`config.mk`:
```
export PLATFORM = sky130hd
export DESIGN_NAME = seq_detector_param
export DESIGN_NICKNAME = d
export VERILOG_FILES = /design/src/rtl/seq_detector_param.sv
export SDC_FILE = /design/constraint.sdc
export NUM_CORES = 1
export LEC_CHECK = 0
export ABC_AREA = 1
export CAP_MARGIN = 20
export CORE_ASPECT_RATIO = 1.2
export CORE_MARGIN = 8
export CORE_UTILIZATION = 40
export CTS_CLUSTER_DIAMETER = 40
export CTS_CLUSTER_SIZE = 16
export DETAILED_ROUTE_END_ITERATION = 7
export PLACE_DENSITY = 0.68
export REMOVE_ABC_BUFFERS = 1
export SYNTH_ARGS = -nofsm -noshare
export SYNTH_HDL_FRONTEND = slang
export SYNTH_SLANG_ARGS = --single-unit
```
`constraint.sdc`:
```
create_clock -name i_clock -period 1.52 [get_ports i_clock]
set_input_delay 0.456 -clock i_clock [delete_from_list [all_inputs] [get_ports i_clock]]
set_output_delay 0.456 -clock i_clock [all_outputs]
set_load 0.005 [all_outputs]
```
`src/rtl/seq_detector_param.sv`:
```
`default_nettype none
// +--------------------------------------------------------------------------+
// | seq_detector_param : programmable serial pattern detector with mask,      |
// | overlap mode, registered match pulse and saturating match counter.        |
// | Revision: 1.0                                                             |
// +--------------------------------------------------------------------------+
module seq_detector_param #(
   parameter int LEN     = 4,
   parameter int COUNT_W = 8
) (
   input  logic                       i_clock,
   input  logic                       i_reset,
   input  logic                       i_load,
   input  logic [LEN-1:0]             i_pattern,
   input  logic [LEN-1:0]             i_mask,
   input  logic                       i_overlap,
   input  logic                       i_start,
   input  logic                       i_stop,
   input  logic                       i_din,
   input  logic                       i_din_valid,
   output logic                       o_match,
   output logic [COUNT_W-1:0]         o_match_count,
   output logic                       o_count_sat,
   output logic [1:0]                 o_state,
   output logic [$clog2(LEN+1)-1:0]   o_fill
);

   localparam int FW = $clog2(LEN+1);
   localparam logic [FW-1:0] c_LEN_F = FW'(LEN);

   typedef enum logic [1:0] {
      S_IDLE   = 2'b00,
      S_FILL   = 2'b01,
      S_SEARCH = 2'b10
   } state_t;

   state_t             r_state,   w_state_n;
   logic [FW-1:0]      r_fill,    w_fill_n;
   logic [LEN-1:0]     r_hist,    w_hist_n;
   logic               r_match,   w_match_n;
   logic [COUNT_W-1:0] r_count,   w_count_n;
   logic               r_sat,     w_sat_n;
   logic [LEN-1:0]     r_pat,     w_pat_n;
   logic [LEN-1:0]     r_mask,    w_mask_n;
   logic               r_ovl,     w_ovl_n;

   logic [LEN-1:0]     w_hist_sh;
   logic [FW-1:0]      w_fill_inc;
   logic               w_armed;
   logic               w_hit;

   always_ff @(posedge i_clock) begin
      if (i_reset) begin
         r_state <= S_IDLE;
         r_fill  <= '0;
         r_hist  <= '0;
         r_match <= 1'b0;
         r_count <= '0;
         r_sat   <= 1'b0;
         r_pat   <= '0;
         r_mask  <= '1;
         r_ovl   <= 1'b1;
      end else begin
         r_state <= w_state_n;
         r_fill  <= w_fill_n;
         r_hist  <= w_hist_n;
         r_match <= w_match_n;
         r_count <= w_count_n;
         r_sat   <= w_sat_n;
         r_pat   <= w_pat_n;
         r_mask  <= w_mask_n;
         r_ovl   <= w_ovl_n;
      end
   end

   // Candidate history/fill for the bit on i_din, used only when it is accepted.
   assign w_hist_sh  = {r_hist[LEN-2:0], i_din};
   assign w_fill_inc = (r_fill == c_LEN_F) ? c_LEN_F : r_fill + FW'(1);
   assign w_armed    = (r_state == S_FILL) || (r_state == S_SEARCH);
   assign w_hit      = (w_fill_inc == c_LEN_F) &&
                       (((w_hist_sh ^ r_pat) & r_mask) == '0);

   always_comb begin
      w_state_n = r_state;
      w_fill_n  = r_fill;
      w_hist_n  = r_hist;
      w_match_n = 1'b0;
      w_count_n = r_count;
      w_sat_n   = r_sat;
      w_pat_n   = r_pat;
      w_mask_n  = r_mask;
      w_ovl_n   = r_ovl;

      if (i_load) begin
         w_pat_n   = i_pattern;
         w_mask_n  = i_mask;
         w_ovl_n   = i_overlap;
         w_hist_n  = '0;
         w_fill_n  = '0;
         w_count_n = '0;
         w_sat_n   = 1'b0;
         w_state_n = S_IDLE;
      end else if (i_stop) begin
         w_state_n = S_IDLE;
         w_fill_n  = '0;
      end else if (i_start && (r_state == S_IDLE)) begin
         w_state_n = S_FILL;
         w_fill_n  = '0;
      end else if (!w_armed) begin
         // Covers IDLE and the unused 2'b11 encoding.
         w_state_n = S_IDLE;
      end else if (i_din_valid) begin
         w_hist_n  = w_hist_sh;
         w_match_n = w_hit;
         if (w_hit && !r_ovl) begin
            w_fill_n  = '0;
            w_state_n = S_FILL;
         end else begin
            w_fill_n  = w_fill_inc;
            w_state_n = (w_fill_inc == c_LEN_F) ? S_SEARCH : S_FILL;
         end
         if (w_hit && (r_count != '1)) begin
            w_count_n = r_count + COUNT_W'(1);
            if (w_count_n == '1) begin
               w_sat_n = 1'b1;
            end
         end
      end
   end

   assign o_match       = r_match;
   assign o_match_count = r_count;
   assign o_count_sat   = r_sat;
   assign o_state       = r_state;
   assign o_fill        = r_fill;

endmodule
`default_nettype wire
```
==> run summary <==
- outcome: complete, but fails checks
- violated checks: negative setup slack
- share of the synthesized area in the top cell type: 38.5%
- average cell area after synthesis: 6.63 um^2
- Worst Max-Slew Pin Slew: 0.328 ns
- most frequent cells in the layout: nand2_1 (60), inv_1 (33), buf_4 (32), dlygate4sd2_1 (19), nor2_1 (17)
- class of the tightest hold or removal check: flip-flop to flip-flop
- post-layout instance count excluding filler cells: 316
- drt wl/cell: 11.0 um
- adder and majority cell fraction of the synthesized area: 4.45%
- Crit Path Max Fanout: 8
- total die area: 5670 um^2
- startpoint of the lowest-slack hold path: r_mask[2]
- worst setup slack after layout: -0.0538 ns
- Period Utilization, post-route: 104%
- CTS tree: yes
- number of nets with antenna violations after routing: 0
- most common cell after layout, fill and taps aside: nand2_1
- Port Buffers: 30
- maximum clock skew at final layout: 0.00850 ns
- maximum vdd ir drop: 0.505 mV
- total via count in the routed design: 1,495
- number of antenna violations at the first check in global routing: 0
- Final Max Slew Viols: 0
- PwrDens: 609 nW/um^2
- setup repair after global routing missed its margin: yes
- total overflow reported by the global router: 0
- area fraction in and, or, nand and nor cells after synthesis: 32.6%
- ordered cell list for the critical path: clkdlybuf4s50_1 > nor3_4 > nand4_4 > a21oi_1 > nor2_1
- post-route total power: 1320 uW
- effective utilization at floorplan: 41.7%
- count of inserted antenna diode cells: 0
- combinational family with the most area after synthesis: simple AND/OR/NAND/NOR gates
- synthesized netlist cell count: 212
- crit-path leading delay family: simple AND/OR/NAND/NOR gates
- CTS Buf Count: 3
- CP bufs+invs: 1
- GR Util All Layers: 12.1%
- fraction of the mapped netlist area in compound gates: 12.3%
- count of hold buffers inserted by post-cts repair: 0
- via-per-instance ratio: 4.73
- number of global-route vias before repair: 1,439
- minimum hold slack: 0.470 ns
- proportion of synthesized chip area in sequential cells: 38.5%
- Critical Path Source: i_stop
- crit end category: flip-flop
- count of endpoints failing hold in the final timing report: 0
- top cell type by total area after synthesis: dfxtp_1
- DPL Wire Length: 2410 um
- count of clock tree sinks: 27
- area delta synth->final: 54.6%
- post-detailed-routing wire length: 3490 um
- mapped cell area: 1410 um^2
- clock slew at reported path FFs: 0.10 ns
- fraction of layout instances using a drive strength above 1: 29.7%
- Critical Path Start Type: primary input
- core area: 3370 um^2
- startpoint-to-endpoint class of the critical path: primary input to flip-flop
- DRC violations left: 0
- final critical-path required period: 1.57 ns
- filler instances: 315
- Placed Cells incl. Taps: 297
- first-pass iteration count of the detailed router: 4
- clk_lat worst skew: 0.28 ns
- leakage power summed over all cells: 0.00112 uW
- number of unique standard cell types used by synthesis: 19
- Yosys reg bits: 27
- post-synthesis share of cell area spent on xor and xnor gates: 0%
- Max-slew headroom: 78.1%
- root buf cell: clkbuf_8
- largest cells by area after synthesis: dfxtp_1 (38%), nand2_1 (17%), inv_1 (10%)
- highest cell delay on the worst timing path: 0.48 ns
- MaxCap Viol Count: 0
- critical path data arrival time: 1.74 ns
- site row count: 23
- Slowest cell on crit path: clkdlybuf4s50_1
- FMAX: 0.635 GHz
- Post-layout nets: 301
- DRT iter0 DRCs: 31
- deepest level of the CTS H-tree: 1
- Final Setup Violations: 11
- floorplan die height: 80.9 um
- global-route wire length before repair: 5830 um
- required time of the critical path: 1.69 ns
- die outline width: 70.1 um
- clock tree buffer depth: 2
- count of pins on the block boundary: 31
- portion of netlist area occupied by mux cells: 0%
- worst r2r src: o_state[1]
- largest net degree at the start of global routing: 17
- weighted congestion reported at the end of routability-driven placement: 0.809
- number of warnings printed during yosys synthesis: 0
## cell families after synthesis
kind of cell	after synthesis
AOI/OAI and AO/OA	33
adders and majority gates	5
DFF	27
and+or+nand+nor	106
buffers and inverters	41
## final timing paths
check	to	slack, ns	cells after the start
max	o_match_count[7]	-0.05	5
min	r_mask[2]	0.47	2
max reg2reg	o_match_count[7]	-0.05	7
min reg2reg	r_mask[2]	0.47	2
## layer usage
layer / track usage [%] / share of wire, %
met1: 13.1 / 42
met2: 22.2 / 52
met3: 2.80 / 3.4
met4: 5.43 / 2.0
met5: 0 / 0
## tightest hold or removal path: stages, from the launching register on
cell     delay, ns
dfxtp_1       0.34
nand2_1       0.05
nand3_1       0.05
## metrics by stage
| step | TNS, ns | utilization [%] | cell area (um^2) | worst slack [ns] |
|---|---|---|---|---|
| after global placement | -6.81 | 55.9 | 1880 | -0.462 |
| after global routing | -1.62 | 64.5 | 2170 | -0.176 |
| after CTS | -0.110 | 61.8 | 2080 | -0.0484 |
| after detailed placement | -7.20 | 55.9 | 1880 | -0.467 |
| after floorplan | -1.55 | - | 1380 | -0.141 |
| final | -0.385 | 64.5 | 2170 | -0.0538 |
## report_power, final
group | switching (uW) | internal (uW)
clock network | 234 | 186
logic | 81.3 | 87.0
registers | 11.0 | 723
## registers in the layout, summed over array words and instances (netlist names)
| register | cells |
|---|---|
| o_match_count | 8 |
| r_mask | 4 |
| r_pat | 4 |
| o_fill | 3 |
| r_hist | 3 |
| o_state | 2 |
| o_count_sat | 1 |
| o_match | 1 |
| r_ovl | 1 |
## cell type report
class | instances | area [um^2] | share of cell area (%)
Multi-Input combinational cell | 145 | 818 | 37.7
Clock buffer | 3 | 41.3 | 1.90
Timing Repair Buffer | 65 | 553 | 25.5
Tap cell | 37 | 46.3 | 2.13
Sequential cell | 27 | 561 | 25.8
Clock inverter | 1 | 7.51 | 0.346
Inverter | 38 | 145 | 6.68
## synthesized netlist by cell type
cell type / count
nand2_1: 64
inv_1: 38
a211oi_1: 2
nor3b_1: 1
o21ai_0: 13
nand2_2: 1
nand4_1: 1
nand3_1: 15
buf_6: 1
nor3_4: 1
a21oi_1: 17
nand4_4: 1
clkbuf_1: 1
nor2_1: 21
dfxtp_1: 27
o211ai_1: 1
or2_2: 1
clkbuf_8: 1
ha_1: 5
## what timing repair did
action,in CTS,in global routing
gates cloned,1,0
endpoints found under the setup margin,30,16
buffers inserted,11,3
pin swaps,13,10
gates resized for setup,52,22
Note: power is estimated with default switching activity, not from simulation.
